$ cat src/rtl/spi_arb_master_if.sv
// spi_arb_master_if: requester handshake and SPI pins of spi_arb_master
interface spi_arb_master_if;
  logic       req0, req1, rw0, rw1, slv0, slv1;
  logic [2:0] addr0, addr1;
  logic [7:0] wdata0, wdata1;
  logic       ack0, ack1, cs, mosi, busy, last_gnt;
  modport master (
    input  req0, req1, rw0, rw1, slv0, slv1, addr0, addr1, wdata0, wdata1,
    output ack0, ack1, cs, mosi, busy, last_gnt
  );
  modport slave (
    output req0, req1, rw0, rw1, slv0, slv1, addr0, addr1, wdata0, wdata1,
    input  ack0, ack1, cs, mosi, busy, last_gnt
  );
endinterface

$ cat src/rtl/spi_arb_master.sv
// spi_arb_master: two-requester SPI frame master; SPI_ARB_RR_EN selects round-robin ties, else requester 0 wins
module spi_arb_master #(
  parameter int GAP_CYCLES = 2
) (
  input logic              sclk,
  input logic              reset,
  spi_arb_master_if.master bus
);
  localparam logic [1:0] IDLE = 2'd0, SHIFT = 2'd1, GAP = 2'd2;
  logic [1:0]  state;
  logic [11:0] sr;
  logic [3:0]  bit_cnt, gap_cnt;
  logic        cs, mosi, ack0, ack1, last_gnt;
  logic        tie, sel, s_rw, s_slv;
  logic [2:0]  s_addr;
  logic [7:0]  s_wdata;
`ifdef SPI_ARB_RR_EN
  assign tie = ~last_gnt;
`else
  assign tie = 1'b0;
`endif
  always_comb begin
    sel     = (bus.req0 & bus.req1) ? tie : bus.req1;
    s_rw    = sel ? bus.rw1 : bus.rw0;
    s_slv   = sel ? bus.slv1 : bus.slv0;
    s_addr  = sel ? bus.addr1 : bus.addr0;
    s_wdata = sel ? bus.wdata1 : bus.wdata0;
  end
  // The IDLE cycle is itself a cs-high cycle, so GAP only lasts GAP_CYCLES-1 cycles
  always_ff @(posedge sclk or posedge reset) begin
    if (reset) begin
      state    <= IDLE;
      cs       <= 1'b1;
      mosi     <= 1'b0;
      ack0     <= 1'b0;
      ack1     <= 1'b0;
      last_gnt <= 1'b1;
      bit_cnt  <= 4'd0;
      gap_cnt  <= 4'd0;
      sr       <= 12'd0;
    end else begin
      ack0 <= 1'b0;
      ack1 <= 1'b0;
      case (state)
        IDLE: if (bus.req0 | bus.req1) begin
          state    <= SHIFT;
          cs       <= 1'b0;
          mosi     <= s_rw;
          sr       <= {s_slv, s_addr, s_wdata};
          bit_cnt  <= s_rw ? 4'd12 : 4'd4;
          last_gnt <= sel;
        end
        SHIFT: if (bit_cnt == 4'd0) begin
          state   <= (GAP_CYCLES > 1) ? GAP : IDLE;
          cs      <= 1'b1;
          mosi    <= 1'b0;
          ack0    <= ~last_gnt;
          ack1    <= last_gnt;
          gap_cnt <= 4'(GAP_CYCLES - 1);
        end else begin
          mosi    <= sr[11];
          sr      <= {sr[10:0], 1'b0};
          bit_cnt <= bit_cnt - 4'd1;
        end
        GAP: begin
          gap_cnt <= gap_cnt - 4'd1;
          if (gap_cnt <= 4'd1) state <= IDLE;
        end
        default: state <= IDLE;
      endcase
    end
  end
  assign bus.cs       = cs;
  assign bus.mosi     = mosi;
  assign bus.ack0     = ack0;
  assign bus.ack1     = ack1;
  assign bus.last_gnt = last_gnt;
  assign bus.busy     = (state != IDLE);
endmodule

$ cat src/flat_wrapper.sv
// flat-port wrapper written by rule: the top's interface ports become plain ports
module spi_arb_master_flat 
#(
  parameter int GAP_CYCLES = 2
)
  (sclk, reset, bus_req0, bus_req1, bus_rw0, bus_rw1, bus_slv0, bus_slv1, bus_addr0, bus_addr1, bus_wdata0, bus_wdata1, bus_ack0, bus_ack1, bus_cs, bus_mosi, bus_busy, bus_last_gnt);
  spi_arb_master_if bus_i ();
  input logic sclk;
  input logic reset;
  input wire logic [$bits(bus_i.req0)-1:0] bus_req0;
  input wire logic [$bits(bus_i.req1)-1:0] bus_req1;
  input wire logic [$bits(bus_i.rw0)-1:0] bus_rw0;
  input wire logic [$bits(bus_i.rw1)-1:0] bus_rw1;
  input wire logic [$bits(bus_i.slv0)-1:0] bus_slv0;
  input wire logic [$bits(bus_i.slv1)-1:0] bus_slv1;
  input wire logic [$bits(bus_i.addr0)-1:0] bus_addr0;
  input wire logic [$bits(bus_i.addr1)-1:0] bus_addr1;
  input wire logic [$bits(bus_i.wdata0)-1:0] bus_wdata0;
  input wire logic [$bits(bus_i.wdata1)-1:0] bus_wdata1;
  output wire logic [$bits(bus_i.ack0)-1:0] bus_ack0;
  output wire logic [$bits(bus_i.ack1)-1:0] bus_ack1;
  output wire logic [$bits(bus_i.cs)-1:0] bus_cs;
  output wire logic [$bits(bus_i.mosi)-1:0] bus_mosi;
  output wire logic [$bits(bus_i.busy)-1:0] bus_busy;
  output wire logic [$bits(bus_i.last_gnt)-1:0] bus_last_gnt;
  assign bus_i.req0 = bus_req0;
  assign bus_i.req1 = bus_req1;
  assign bus_i.rw0 = bus_rw0;
  assign bus_i.rw1 = bus_rw1;
  assign bus_i.slv0 = bus_slv0;
  assign bus_i.slv1 = bus_slv1;
  assign bus_i.addr0 = bus_addr0;
  assign bus_i.addr1 = bus_addr1;
  assign bus_i.wdata0 = bus_wdata0;
  assign bus_i.wdata1 = bus_wdata1;
  assign bus_ack0 = bus_i.ack0;
  assign bus_ack1 = bus_i.ack1;
  assign bus_cs = bus_i.cs;
  assign bus_mosi = bus_i.mosi;
  assign bus_busy = bus_i.busy;
  assign bus_last_gnt = bus_i.last_gnt;
  spi_arb_master #(.GAP_CYCLES(GAP_CYCLES)) u_core (.sclk(sclk), .reset(reset), .bus(bus_i));
endmodule
$ cat config.mk
export PLATFORM = sky130hd
export DESIGN_NAME = spi_arb_master_flat
export DESIGN_NICKNAME = d
export VERILOG_FILES = /design/src/rtl/spi_arb_master_if.sv /design/src/rtl/spi_arb_master.sv /design/src/flat_wrapper.sv
export SDC_FILE = /design/constraint.sdc
export NUM_CORES = 1
export LEC_CHECK = 0
export CORE_MARGIN = 4
export CORE_UTILIZATION = 54
export CTS_BUF_LIST = sky130_fd_sc_hd__clkbuf_4
export DETAILED_ROUTE_END_ITERATION = 12
export GPL_TIMING_DRIVEN = 0
export HOLD_SLACK_MARGIN = 0.06
export PLACE_DENSITY = 0.86
export SLEW_MARGIN = 20
export SYNTH_ARGS = -nofsm -noshare
export SYNTH_HDL_FRONTEND = slang
export SYNTH_SLANG_ARGS = --single-unit
$ cat constraint.sdc
create_clock -name sclk -period 2.9 [get_ports sclk]
set_clock_uncertainty 0.1 [all_clocks]
set_input_delay 0.725 -clock sclk [delete_from_list [all_inputs] [get_ports sclk]]
set_output_delay 0.725 -clock sclk [all_outputs]
set_load 0.03 [all_outputs]
==> impl_metrics.toml <==
[worst_setup_path]
r2r-start = "u_core.bit_cnt[0]"
path_cells = "nor2_1 > inv_1 > clkdlybuf4s50_1"
crit_family = "buffers and inverters"
cp_max_fo = 5
worst-path-buf-inv = 2
slowest_stage = "clkdlybuf4s50_1"
cp.required_ns = 2.08
end_kind = "output port"
critPathMaxStageDelay_ns = 0.60
crit_arrival_ns = 1.76
worstSetupPathType = "reg -> out"
crit_path_start = "u_core.state[1]"
critPathLaunchType = "flip-flop"

[sta]
rsz0062_at_grt = "false"
final-setup-viol-count = 0
fin_crit_sh_pct = 89.00
fmax_ghz = 0.3874
maxSlewHeadroom_pct = 37.54
finalCriticalPeriod_ns = 2.581
drv_slew = 0
tightestPinTransition_ns = 0.9312
setup_tns_ns = 0
hold_violations = 0

[clock_tree]
cts_buffer_depth = 2
cts.sinks = 27
clock_latency_ns = 0.33
cts_tree = "yes"
cts_resized = 0
h-tree-depth = 1
cts_made_buffers = 3
post-cts-setup-buffers = 0
hold_buffers = 0
root_buffer = "clkbuf_4"
cts.reportedPaths.clkPinSlew_ns = 0.13

[global_route]
antenna_found_initial = 0
grt_usage_pct = 19.11
grt_pass1_wl_um = 5085
grt_pass1_vias = 1147
overflow = 0
grt_max_degree = 28

[finish]
regArea_um2 = 678.2
multiInputGateArea_um2 = 714.4
layout.filler_cells = 203
nNetsFinal = 208
num_antenna_cells = 0
area_growth_pct = 28.69
drive_gt1_share_pct = 17.24

[pwr]
peakVddDrop_mv = 0.8777
p_total_uw = 1981
p_leak_uw = 0.0008842
powerDensity_nw_per_um2 = 1057

[synthesis]
syn_area_per_cell_um2 = 10.79
synth_seq_area_share_pct = 46.56
ys_ff_latch = 27
syn_area_um2 = 1456
synth_edf_count = 0
syn_inst = 135
async_reset_ff_share_pct = 100.0
yosysUniqueCellTypes = 33
yosys_warnings = 0
ys.flop_type = "dfrtp_1"
synth_nets = 168

[floorplanning]
design.die.area_um2 = 3592
num_io_pins = 36
dieHeight_um = 59.93
core_um2 = 2522
die_x_um = 59.93
start_util_pct = 57.74
fp-row-count = 18

[route]
vias = 1139
vias_per_cell = 5.583
drc = 0
wirelength_um = 3200
drtPass1Iterations = 4
ant_nets = 0
wl_per_cell_um = 15.69
drt-initial-drc-count = 28

[worst_hold_path]
hold_start = "u_core.bus.cs"
hold_path.class = "reg -> reg"

[flow_run]
maxCapViolations = 0

[place]
port_buffers = 35
gp_congestion = 0.8675
hpwl_um = 2461

[status]
status = "completed"
[flip-flops by register name (all words and copies together), names as in the netlist]
register,cells
u_core.sr,12
u_core.bit_cnt,4
u_core.gap_cnt,4
u_core.state,2
u_core.bus.ack0,1
u_core.bus.ack1,1
u_core.bus.cs,1
u_core.bus.last_gnt,1
u_core.bus.mosi,1
[report_power, final]
group / internal, µW / switching (µW)
sequential: 560 / 114
clock: 63.3 / 107
combinational: 576 / 560
total: 1200 / 781
[layer usage]
layer	wire length [µm]	track usage, %
met5	0	0
met4	47	6.329
met3	217	5.832
met2	1578	32.72
met1	1357	22.62
[layout make-up]
type | instances | area share (%)
well taps | 30 | 2.003
repair buffers | 35 | 18.69
flip-flops and latches | 27 | 36.18
inverters | 6 | 1.202
clock buffers | 4 | 1.602
multi-input cells | 96 | 38.12
plain buffers | 6 | 2.203
[tightest hold or removal path, cell delays in order (launching register included)]
cell     delay [ns]
dfstp_2        0.39
nand2_1        0.05
nand2_1        0.05
[cells in the final DEF (no fill, tap or decap), drive strengths merged]
master / n
clkdlybuf4s50: 35
dfrtp: 25
nand2: 17
o21ai: 17
mux2i: 13
mux2: 13
nor2: 6
inv: 5
clkbuf: 5
buf: 5
nand3: 4
a21oi: 4
nand2b: 3
nor3: 3
ha: 3
or4: 2
dfstp: 2
or3b: 1
or2: 1
and2b: 1
o22ai: 1
a32o: 1
a31o: 1
and2: 1
clkinv: 1
nor2b: 1
xor2: 1
xnor2: 1
a22oi: 1
[cells in the mapped netlist, types with 2 or more instances]
master	count	area share (%)
buf_2	3	1.0
nor3_1	3	1.0
a21oi_1	4	1.4
ha_1	3	2.6
mux2i_1	13	8.9
nor2_1	6	1.5
nand2_4	2	1.5
dfstp_2	2	3.6
or4_1	2	1.0
mux2_2	6	4.6
o21ai_1	2	0.69
nand2_1	15	3.9
mux2_4	7	7.2
o21ai_0	14	4.8
nand3_1	4	1.4
inv_1	6	1.5
dfrtp_1	25	43
nand2b_1	3	1.3
[per-stage QoR]
stage	area [µm²]	std cells	hold WS [ns]	utilization [%]	setup WS, ns
after global placement	1844	200	0.3490	73.12	0.2956
after floorplan	1456	135	0.3578	-	1.034
final	1874	204	0.3717	74.31	0.3190
after detailed placement	1844	200	0.3525	73.12	0.2626
after CTS	1874	204	0.3778	74.31	0.2994
after global routing	1874	204	0.3998	74.31	0.2467
[final timing paths]
kind / to / slack, ns / cells past startpoint
worst max-delay path: bus_busy / 0.32 / 3
worst min-delay path: u_core.bus.cs / 0.37 / 2
worst max register to register: u_core.sr[3] / 0.92 / 7
worst min register to register: u_core.bus.cs / 0.37 / 2
max in group asynchronous: u_core.bit_cnt[1] / 1.59 / 2
min in group asynchronous: u_core.bus.ack1 / 0.68 / 2
[logic make-up after synthesis]
kind of cell               Yosys count  synth area share [%]
muxes                               26                 20.79
buffers and inverters               12                 4.381
xor gates and xnor gates             2                 1.203
AOI/OAI and AO/OA                   25                 10.22
DFF                                 27                 46.56
and+or+nand+nor                     40                 14.26
adders and majority gates            3                 2.578
Power figures use the tool's default switching activity.
